[config.mk]
export PLATFORM = sky130hd
export DESIGN_NAME = rr_req_collector
export DESIGN_NICKNAME = d
export VERILOG_FILES = /design/src/rtl/rr_req_collector.sv
export SDC_FILE = /design/constraint.sdc
export NUM_CORES = 1
export LEC_CHECK = 0
export CORE_ASPECT_RATIO = 1.75
export CORE_MARGIN = 1.5
export CORE_UTILIZATION = 40
export DETAILED_ROUTE_END_ITERATION = 8
export GPL_ROUTABILITY_DRIVEN = 0
export PLACE_DENSITY_LB_ADDON = 0.05
export SLEW_MARGIN = 20
export SYNTH_ARGS = -nofsm -noshare
export SYNTH_HDL_FRONTEND = slang
export SYNTH_SLANG_ARGS = --single-unit
[constraint.sdc]
create_clock -name clk -period 2.55 [get_ports clk]
set_input_delay 0.51 -clock clk [delete_from_list [all_inputs] [get_ports clk]]
set_output_delay 0.51 -clock clk [all_outputs]
set_load 0.1 [all_outputs]
[src/rtl/rr_req_collector.sv]
// Request front end for the round-robin arbiter: one-entry slot per port,
// request vector to the arbiter, and a registered valid/ready output stage.
`timescale 1ns/1ps
module rr_req_collector #(
  parameter int NUM_PORT   = 6,
  parameter int DATA_WIDTH = 32,
  parameter int IDX_W      = $clog2(NUM_PORT)
) (
  input  logic                             clk,
  input  logic                             rst,
  input  logic [NUM_PORT-1:0]              in_valid,
  input  logic [NUM_PORT*DATA_WIDTH-1:0]   in_data,
  output logic [NUM_PORT-1:0]              in_ready,
  output logic [NUM_PORT-1:0]              arb_req,
  input  logic [NUM_PORT-1:0]              arb_gnt,
  output logic                             out_valid,
  output logic [DATA_WIDTH-1:0]            out_data,
  output logic [IDX_W-1:0]                 out_port,
  input  logic                             out_ready,
  output logic                             err_gnt
);

  localparam logic [NUM_PORT-1:0] ONE = NUM_PORT'(1);

  typedef enum logic {EMPTY = 1'b0, FULL = 1'b1} state_t;

  function automatic logic [NUM_PORT-1:0] lowest_bit(input logic [NUM_PORT-1:0] v);
    return v & (~v + ONE);
  endfunction

  function automatic logic [IDX_W-1:0] onehot_idx(input logic [NUM_PORT-1:0] oh);
    logic [IDX_W-1:0] idx;
    idx = '0;
    for (int i = 0; i < NUM_PORT; i++) begin
      if (oh[i]) idx = idx | IDX_W'(i);
    end
    return idx;
  endfunction

  state_t                  state;
  logic [NUM_PORT-1:0]     slot_vld;
  logic [DATA_WIDTH-1:0]   slot_data [NUM_PORT];

  logic                    load_en;
  logic [NUM_PORT-1:0]     slot_load;
  logic [NUM_PORT-1:0]     g;
  logic [NUM_PORT-1:0]     g_low;
  logic                    capture;
  logic                    grant_err;
  logic [DATA_WIDTH-1:0]   cap_data;

  assign out_valid = (state == FULL);
  assign in_ready  = ~slot_vld & {NUM_PORT{~rst}};
  assign slot_load = in_valid & in_ready;

  // Requests are withheld while the output stalls, so every grant can be absorbed.
  assign load_en   = ~out_valid | out_ready;
  assign arb_req   = load_en ? slot_vld : '0;

  assign g         = arb_gnt & arb_req;
  assign g_low     = lowest_bit(g);
  assign capture   = load_en & (|g);
  assign grant_err = (g != g_low) | (|(arb_gnt & ~arb_req));

  always_comb begin
    cap_data = '0;
    for (int i = 0; i < NUM_PORT; i++) begin
      if (g_low[i]) cap_data = cap_data | slot_data[i];
    end
  end

  // Slot payloads carry no reset; slot_vld qualifies them.
  always_ff @(posedge clk) begin
    for (int i = 0; i < NUM_PORT; i++) begin
      if (slot_load[i]) slot_data[i] <= in_data[i*DATA_WIDTH +: DATA_WIDTH];
    end
  end

  // Output stage: capture and drain share one edge for back-to-back transfers.
  always_ff @(posedge clk) begin
    if (rst) begin
      state    <= EMPTY;
      slot_vld <= '0;
      out_data <= '0;
      out_port <= '0;
      err_gnt  <= 1'b0;
    end else begin
      slot_vld <= (slot_vld & ~(capture ? g_low : '0)) | slot_load;
      if (grant_err) err_gnt <= 1'b1;
      if (capture) begin
        out_data <= cap_data;
        out_port <= onehot_idx(g_low);
      end
      case (state)
        EMPTY: if (capture) state <= FULL;
        FULL: begin
          if (capture)        state <= FULL;
          else if (out_ready) state <= EMPTY;
        end
        default: state <= EMPTY;
      endcase
    end
  end

endmodule

==> impl_summary.txt, run 1 <==
----------------------------------------------------
[Synth]
  Post-synth EDFFs ... 192
  Nets in the synthesized netlist ... 753
  Most common flop cell mapped by yosys ... sky130_fd_sc_hd__edfxtp_1
  Main area contributors after synthesis ... sky130_fd_sc_hd__edfxtp_1, sky130_fd_sc_hd__dfxtp_1, sky130_fd_sc_hd__a221oi_2, sky130_fd_sc_hd__a22o_1, sky130_fd_sc_hd__a22oi_1
  Yosys Warn Count ... 0
  Number of instances in the synthesized netlist ... 546
  Mapped cell area ... 8899 sq um
  Synthesized area divided by synthesized cell count ... 16.30 sq um
  Seq/Total Area, Yosys ... 0.7447
  Number of synthesized register bits ... 235
  Biggest area consumer among synthesized cells ... sky130_fd_sc_hd__edfxtp_1
  Post-synth cell types ... 36
  Fraction of synthesis flops using an asynchronous set or reset pin ... 0
  Top cell type's share of synthesized area ... 0.6479

[Finish]
  Number of antenna diodes ... 0
  Fraction of final layout cells with drive strength greater than 1 ... 0.1974
  Multi-input gate area ... 2046 sq um
  Fill cell count ... 1844
  Post-Route Utilization ... 0.5742
  Synthesis-to-finish area growth ... 41.83%
  FF/Latch Area ... 6626 sq um
  Number of nets in the layout ... 1024

[Worst setup path]
  Crit-path max FO ... 9
  Crit Path Class ... input pin to output pin
  CP required ... 2.04 ns
  Kind of start point of the critical path ... input pin
  Crit path arrival time ... 1.72 ns
  Minimum setup slack among reg-to-reg paths ... 0.58 ns
  Critical path endpoint category ... output pin

[Clocking]
  Number of CTS-inserted buffers ... 22
  Quantity of gates resized following cts ... 0
  CTS clock-pin slew for the worst setup and hold paths ... 0.06 ns
  Clock tree root buffer cell ... sky130_fd_sc_hd__clkbuf_16
  # H-tree levels ... 1
  Clock network latency to the later pin of the worst-skew pair ... 0.50 ns
  Max Root-Sink Buffers ... 3
  Number of hold buffers added after CTS ... 0
  Post-CTS setup buffers ... 0
  Clock tree from TritonCTS ... done
  Number of sinks on the clock net ... 235

[Global routing]
  Total gr overflow ... 0
  Number of global-route vias before repair ... 6362
  First-pass GRT wire length ... 37520 microns
  Initial antenna violation count ... 0
  All-layer global routing usage ... 0.2215
  Pin count of the biggest net entering global routing ... 37

[STA]
  Unrepaired setup endpoints after global routing ... no
  Total negative slack ... 0 ns
  Min cycle time layout ... 2.230 ns
  Worst slew margin relative to its limit ... 0.3614
  Part of the cycle the worst path needs ... 0.8747
  Number of setup violations in the final report ... 0
  Upper clock frequency limit ... 0.4483 GHz
  Final Max Slew Viols ... 0
  Clk_skew ... 0.007890 ns
  Final hold violation count ... 0
  Actual slew at the worst max-slew pin ... 0.9557 ns

[Routing]
  Vias per cell ... 5.256
  First-pass detailed-route iteration total ... 5
  DRC violation count after routing ... 0
  Total length of routed wires ... 26030 microns
  Via Count ... 5924
  Detailed-route wire length per cell ... 23.10 microns
  Drt first-iter violations ... 463
  Antenna viol nets, final ... 0

[Run]
  Max-cap check violation count ... 0

[Floorplanning]
  Number of rows created at floorplan ... 72
  Top-level port count ... 256
  Area of the placeable core ... 21980 sq um
  Effective utilization at floorplan ... 0.4048
  Die extent in x ... 115.8 microns
  DIE AREA ... 23190 sq um
  Die H ... 200.3 microns

[Placement]
  Detailed placement HPWL ... 18540 microns
  Port Buffers ... 255

[Pwr]
  Total power divided by cell area ... 759.9 nW/um^2
  LEAKAGE ... 4.407 nW
  Worst vdd rail ir drop ... 736.0 uV

[Status]
  Outcome ... completed

[Worst hold path]
  HP Class ... flop to flop

----------------------------------------------------
-- cell usage after synthesis, types with 2 or more instances --
cell type	number
sky130_fd_sc_hd__a211oi_1	3
sky130_fd_sc_hd__nor2_1	14
sky130_fd_sc_hd__nand2_1	14
sky130_fd_sc_hd__a22o_1	32
sky130_fd_sc_hd__a31oi_1	36
sky130_fd_sc_hd__o22ai_1	3
sky130_fd_sc_hd__a22oi_2	2
sky130_fd_sc_hd__buf_6	9
sky130_fd_sc_hd__o21bai_1	32
sky130_fd_sc_hd__and2_1	8
sky130_fd_sc_hd__a221oi_1	4
sky130_fd_sc_hd__inv_1	5
sky130_fd_sc_hd__nor2_2	2
sky130_fd_sc_hd__a221oi_2	28
sky130_fd_sc_hd__edfxtp_1	192
sky130_fd_sc_hd__buf_2	17
sky130_fd_sc_hd__nor3_1	4
sky130_fd_sc_hd__a22oi_1	32
sky130_fd_sc_hd__dfxtp_1	43
sky130_fd_sc_hd__a21oi_1	6
sky130_fd_sc_hd__o21ai_0	32
sky130_fd_sc_hd__clkbuf_1	14
-- layout make-up --
cell class / count / share of cell area
clock buffers: 30 / 0.04848
repair buffers: 288 / 0.2286
multi-input cells: 265 / 0.1621
well taps: 296 / 0.02934
flip-flops and latches: 235 / 0.5250
inverters: 5 / 0.001487
clock inverters: 8 / 0.004957
-- metrics by stage --
step           hold WS [ns]  setup slack [ns]  instances  total power [mW]  instance area [sq um]
6_report             0.5153            0.3195       1127             9.591                  12620
5_1_grt              0.5459            0.2657       1127             9.916                  12620
4_1_cts              0.5181            0.3223       1127             9.709                  12620
3_5_place_dp         0.5077          -0.05034       1089             6.564                  11950
3_3_place_gp         0.5018          -0.01699       1089             6.533                  11950
2_1_floorplan        0.5038          -0.06695        546             5.750                   8921
-- worst paths after layout --
path / startpoint / to / depth (start not counted)
setup / recovery: out_ready / arb_req[0] / 6
hold / removal: out_port[1] / out_port[1] / 2
setup reg to reg: slot_vld[0] / out_port[1] / 5
hold reg to reg: out_port[1] / out_port[1] / 2
-- cell usage in the layout, fill, tap and decap left out, types with 3 or more instances in the layout --
cell                              synthesis  final
sky130_fd_sc_hd__a211oi_1                 3      3
sky130_fd_sc_hd__a21oi_1                  6      6
sky130_fd_sc_hd__a221oi_1                 4      4
sky130_fd_sc_hd__a221oi_2                28     28
sky130_fd_sc_hd__a22o_1                  32     32
sky130_fd_sc_hd__a22oi_1                 32     32
sky130_fd_sc_hd__a31oi_1                 36     36
sky130_fd_sc_hd__and2_2                   0      6
sky130_fd_sc_hd__buf_12                   0     17
sky130_fd_sc_hd__buf_4                    1     65
sky130_fd_sc_hd__clkbuf_1                14      6
sky130_fd_sc_hd__clkbuf_16                0     23
sky130_fd_sc_hd__clkdlybuf4s50_1          0    205
sky130_fd_sc_hd__clkinv_2                 0      5
sky130_fd_sc_hd__dfxtp_1                 43     43
sky130_fd_sc_hd__edfxtp_1               192    192
sky130_fd_sc_hd__inv_1                    5      5
sky130_fd_sc_hd__nand2_1                 14     14
sky130_fd_sc_hd__nor2_1                  14      7
sky130_fd_sc_hd__nor2_2                   2      8
sky130_fd_sc_hd__nor3_1                   4      4
sky130_fd_sc_hd__o21ai_0                 32     32
sky130_fd_sc_hd__o21bai_1                32     32
sky130_fd_sc_hd__o22ai_1                  3      3
-- cells by family after synthesis --
logic type | Yosys count | synth area share
AOI/OAI and AO/OA | 213 | 0.1945
and+or+nand+nor | 52 | 0.03108
DFF | 235 | 0.7447
buffers and inverters | 46 | 0.02981
-- sequential cells by signal, summed over array words and instances, names as in the netlist --
signal / cells
out_valid: 1
slot_vld: 6
out_port: 3
err_gnt: 1
out_data: 32
slot_data: 192
-- metal layers --
metal / wire length [microns] / up-vias / GRT usage / share of wire
li1: - / 2760 / - / -
met1: 8689 / 2896 / 0.2343 / 0.33
met2: 15030 / 234 / 0.4332 / 0.58
met3: 1633 / 34 / 0.03812 / 0.063
met4: 675 / 0 / 0.06533 / 0.026
met5: 0 / - / 0 / 0
-- critical path: stages --
cell                              delay, ns
sky130_fd_sc_hd__clkdlybuf4s50_1       0.53
sky130_fd_sc_hd__nand2b_4              0.15
sky130_fd_sc_hd__buf_4                 0.16
sky130_fd_sc_hd__nand2_1               0.09
sky130_fd_sc_hd__inv_1                 0.11
sky130_fd_sc_hd__buf_12                0.18
-- where the power goes --
group | total (mW) | leakage (nW) | internal (mW) | switching, mW
registers | 4.50 | 2.14 | 4.39 | 0.105
logic | 1.96 | 1.94 | 0.686 | 1.28
clock network | 3.13 | 0.335 | 1.78 | 1.35
total | 9.59 | 4.41 | 6.86 | 2.73
Power figures use the tool's default switching activity.
==> inputs of run 2 (changes only) <==
--- a/config.mk
+++ b/config.mk
@@ -5,12 +5,14 @@
 export SDC_FILE = /design/constraint.sdc
 export NUM_CORES = 1
 export LEC_CHECK = 0
+export CAP_MARGIN = 15
 export CORE_ASPECT_RATIO = 1.75
 export CORE_MARGIN = 1.5
 export CORE_UTILIZATION = 40
 export DETAILED_ROUTE_END_ITERATION = 8
 export GPL_ROUTABILITY_DRIVEN = 0
 export PLACE_DENSITY_LB_ADDON = 0.05
+export REMOVE_ABC_BUFFERS = 1
 export SLEW_MARGIN = 20
 export SYNTH_ARGS = -nofsm -noshare
 export SYNTH_HDL_FRONTEND = slang
==> constraint.sdc (replaced) <==
create_clock -name clk -period 1.8 [get_ports clk]
set_input_delay 0.36 -clock clk [delete_from_list [all_inputs] [get_ports clk]]
set_output_delay 0.36 -clock clk [all_outputs]
set_load 0.1 [all_outputs]
==> impl_summary.txt, run 2 (synthesis gave the netlist of run 1 again) <==
----------------------------------------------------
[Worst setup path]
  Crit-path max FO ... 7 (was 9)
  Critical path buffers and inverters ... 3 (was 4)
  Kind of start point of the critical path ... flop (was input pin)
  Crit Path Class ... flop to output pin (was input pin to output pin)
  Critical path endpoint category ... output pin (unchanged)
  Slowest stage cell, crit path ... sky130_fd_sc_hd__dfxtp_4 (was sky130_fd_sc_hd__clkdlybuf4s50_1)
  CP required ... 1.44 ns (was 2.04 ns)
  Crit path arrival time ... 1.39 ns (was 1.72 ns)
  Cell-by-cell trace of the critical path ... nand2b_4 -> buf_6 -> nand2_1 -> inv_1 -> buf_12 (was clkdlybuf4s50_1 -> nand2b_4 -> buf_4 -> nand2_1 -> inv_1 -> buf_12)
  Biggest cell delay along the critical path ... 0.35 ns (was 0.53 ns)
  Critical path's top delay family ... buffers and inverters (unchanged)

[Floorplanning]
  Die H ... 200.3 microns (unchanged)
  Top-level port count ... 256 (unchanged)
  DIE AREA ... 23190 sq um (unchanged)
  Effective utilization at floorplan ... 0.4048 (unchanged)
  Number of rows created at floorplan ... 72 (unchanged)
  Die extent in x ... 115.8 microns (unchanged)
  Area of the placeable core ... 21980 sq um (unchanged)

[STA]
  Worst slew margin relative to its limit ... 0.7892 (was 0.3614)
  Total negative slack ... 0 ns (unchanged)
  Crit path setup slack, layout ... 0.05327 ns (was 0.3195 ns)
  Number of setup violations in the final report ... 0 (unchanged)
  Final hold violation count ... 0 (unchanged)
  Actual slew at the worst max-slew pin ... 0.3162 ns (was 0.9557 ns)
  Final Max Slew Viols ... 0 (unchanged)
  Part of the cycle the worst path needs ... 0.9704
  Unrepaired setup endpoints after global routing ... no (unchanged)
  Min cycle time layout ... 1.747 ns
  Clk_skew ... 0.01349 ns (was 0.007890 ns)
  Upper clock frequency limit ... 0.5725 GHz

[Worst hold path]
  HP Class ... input pin to flop (was flop to flop)

[Clocking]
  Number of hold buffers added after CTS ... 0 (unchanged)
  CTS clock-pin slew for the worst setup and hold paths ... 0.07 ns (was 0.06 ns)
  Clock tree from TritonCTS ... done (unchanged)
  # H-tree levels ... 1 (unchanged)
  Number of CTS-inserted buffers ... 23 (was 22)
  Clock tree root buffer cell ... sky130_fd_sc_hd__clkbuf_16 (unchanged)
  Number of sinks on the clock net ... 235 (unchanged)
  Max Root-Sink Buffers ... 3 (unchanged)
  Clock network latency to the later pin of the worst-skew pair ... 0.50 ns (about the same)

[Finish]
  Highest-count cells in the layout ignoring fill and taps ... sky130_fd_sc_hd__clkdlybuf4s50_1, sky130_fd_sc_hd__edfxtp_1, sky130_fd_sc_hd__buf_12 (was sky130_fd_sc_hd__clkdlybuf4s50_1, sky130_fd_sc_hd__edfxtp_1, sky130_fd_sc_hd__buf_4)
  Multi-input gate area ... 2051 sq um (was 2046 sq um)
  FF/Latch Area ... 6631 sq um (was 6626 sq um)
  Flip-flop count of the largest register, all copies and words added ... 192 (unchanged)
  Post-Route Utilization ... 0.6185 (was 0.5742)
  Top flop regs ... slot_data (192), out_data (32), slot_vld (6) (unchanged)
  Number of nets in the layout ... 1053 (was 1024)
  Leading cell type in the layout, fill and taps excluded ... sky130_fd_sc_hd__clkdlybuf4s50_1 (unchanged)
  Fill cell count ... 1727 (was 1844)
  Synthesis-to-finish area growth ... 52.78% (was 41.83%)
  Finished Cell Area ... 13600 sq um (was 12620 sq um)
  Most flop-heavy register ... slot_data (unchanged)
  Fraction of final layout cells with drive strength greater than 1 ... 0.2343 (was 0.1974)

[Global routing]
  Total gr overflow ... 0 (unchanged)
  First-pass GRT wire length ... 39140 microns (was 37520 microns)
  Pin count of the biggest net entering global routing ... 33 (was 37)
  Top Usage Layer GRT ... met2 (unchanged)
  All-layer global routing usage ... 0.2308 (was 0.2215)
  Initial antenna violation count ... 5 (was 0)
  Global routing usage on met1 ... 0.2602 (was 0.2343)
  Met2 global-route usage ... 0.4326 (was 0.4332)
  Met3 global-route usage ... 0.03933 (was 0.03812)
  Number of global-route vias before repair ... 6725 (was 6362)

[Routing]
  Antenna viol nets, final ... 0 (unchanged)
  Via Count ... 6099 (was 5924)
  Vias per cell ... 5.244 (was 5.256)
  Detailed-route wire length per cell ... 22.85 microns (was 23.10 microns)
  Drt first-iter violations ... 391 (was 463)
  DRC violation count after routing ... 0 (unchanged)
  First-pass detailed-route iteration total ... 4 (was 5)
  Total length of routed wires ... 26580 microns (was 26030 microns)

[Pwr]
  LEAKAGE ... 4.770 nW (was 4.407 nW)
  Worst vdd rail ir drop ... 630.1 uV (was 736.0 uV)
  Total power divided by cell area ... 1065 nW/um^2 (was 759.9 nW/um^2)
  Final total power ... 14.47 mW (was 9.591 mW)

[Run]
  Max-cap check violation count ... 0 (unchanged)

[Status]
  Outcome ... completed (unchanged)

[Placement]
  Cell area reported after detailed placement ... 12810 sq um (was 11950 sq um)
  Port Buffers ... 255 (unchanged)
  Detailed placement HPWL ... 18420 microns (was 18540 microns)
  Pre-CTS setup slack ... -0.3075 ns (was -0.05034 ns)

----------------------------------------------------
run 2: power breakdown:
part	internal [mW]	switching (mW)
logic	1.39	1.85
registers	6.22	0.209
clock network	2.78	2.02
run 2: per-layer routing:
metal,wire length (microns),vias to the layer above
met5,0,-
met4,700,0
met3,1602,45
met2,14730,250
met1,9549,2976
li1,-,2828
run 2: worst paths after layout:
kind                     from            to  slack [ns]  depth (start not counted)
max                 out_valid    arb_req[3]        0.05                          5
min                       rst     out_valid        0.26                          2
max reg2reg         out_valid   out_data[0]        0.11                          6
min reg2reg  slot_data[0][13]  out_data[13]        0.54                          2
run 2: repair_timing:
action / 4_1_cts / 5_1_grt
gates resized for setup: 6 / 3
setup buffers: 2 / 0
setup endpoints to repair: 6 / 3
hold endpoints to repair: 0 / 0
run 2: final cells by class:
cell class	count	share of cell area
clock inverter	17	0.01261
timing repair buffer	316	0.2766
multi-input combinational	265	0.1508
clock buffer	24	0.04261
antenna	5	0.0009203
tap	296	0.02724
inverter	5	0.001380
sequential	235	0.4878
run 2: per-stage QoR:
step,hold WS [ns],cells
3_5_place_dp,0.5268,1116
2_1_floorplan,0.4291,505
6_report,0.2617,1163
3_3_place_gp,0.5168,1116
4_1_cts,0.2500,1158
5_1_grt,0.2782,1163
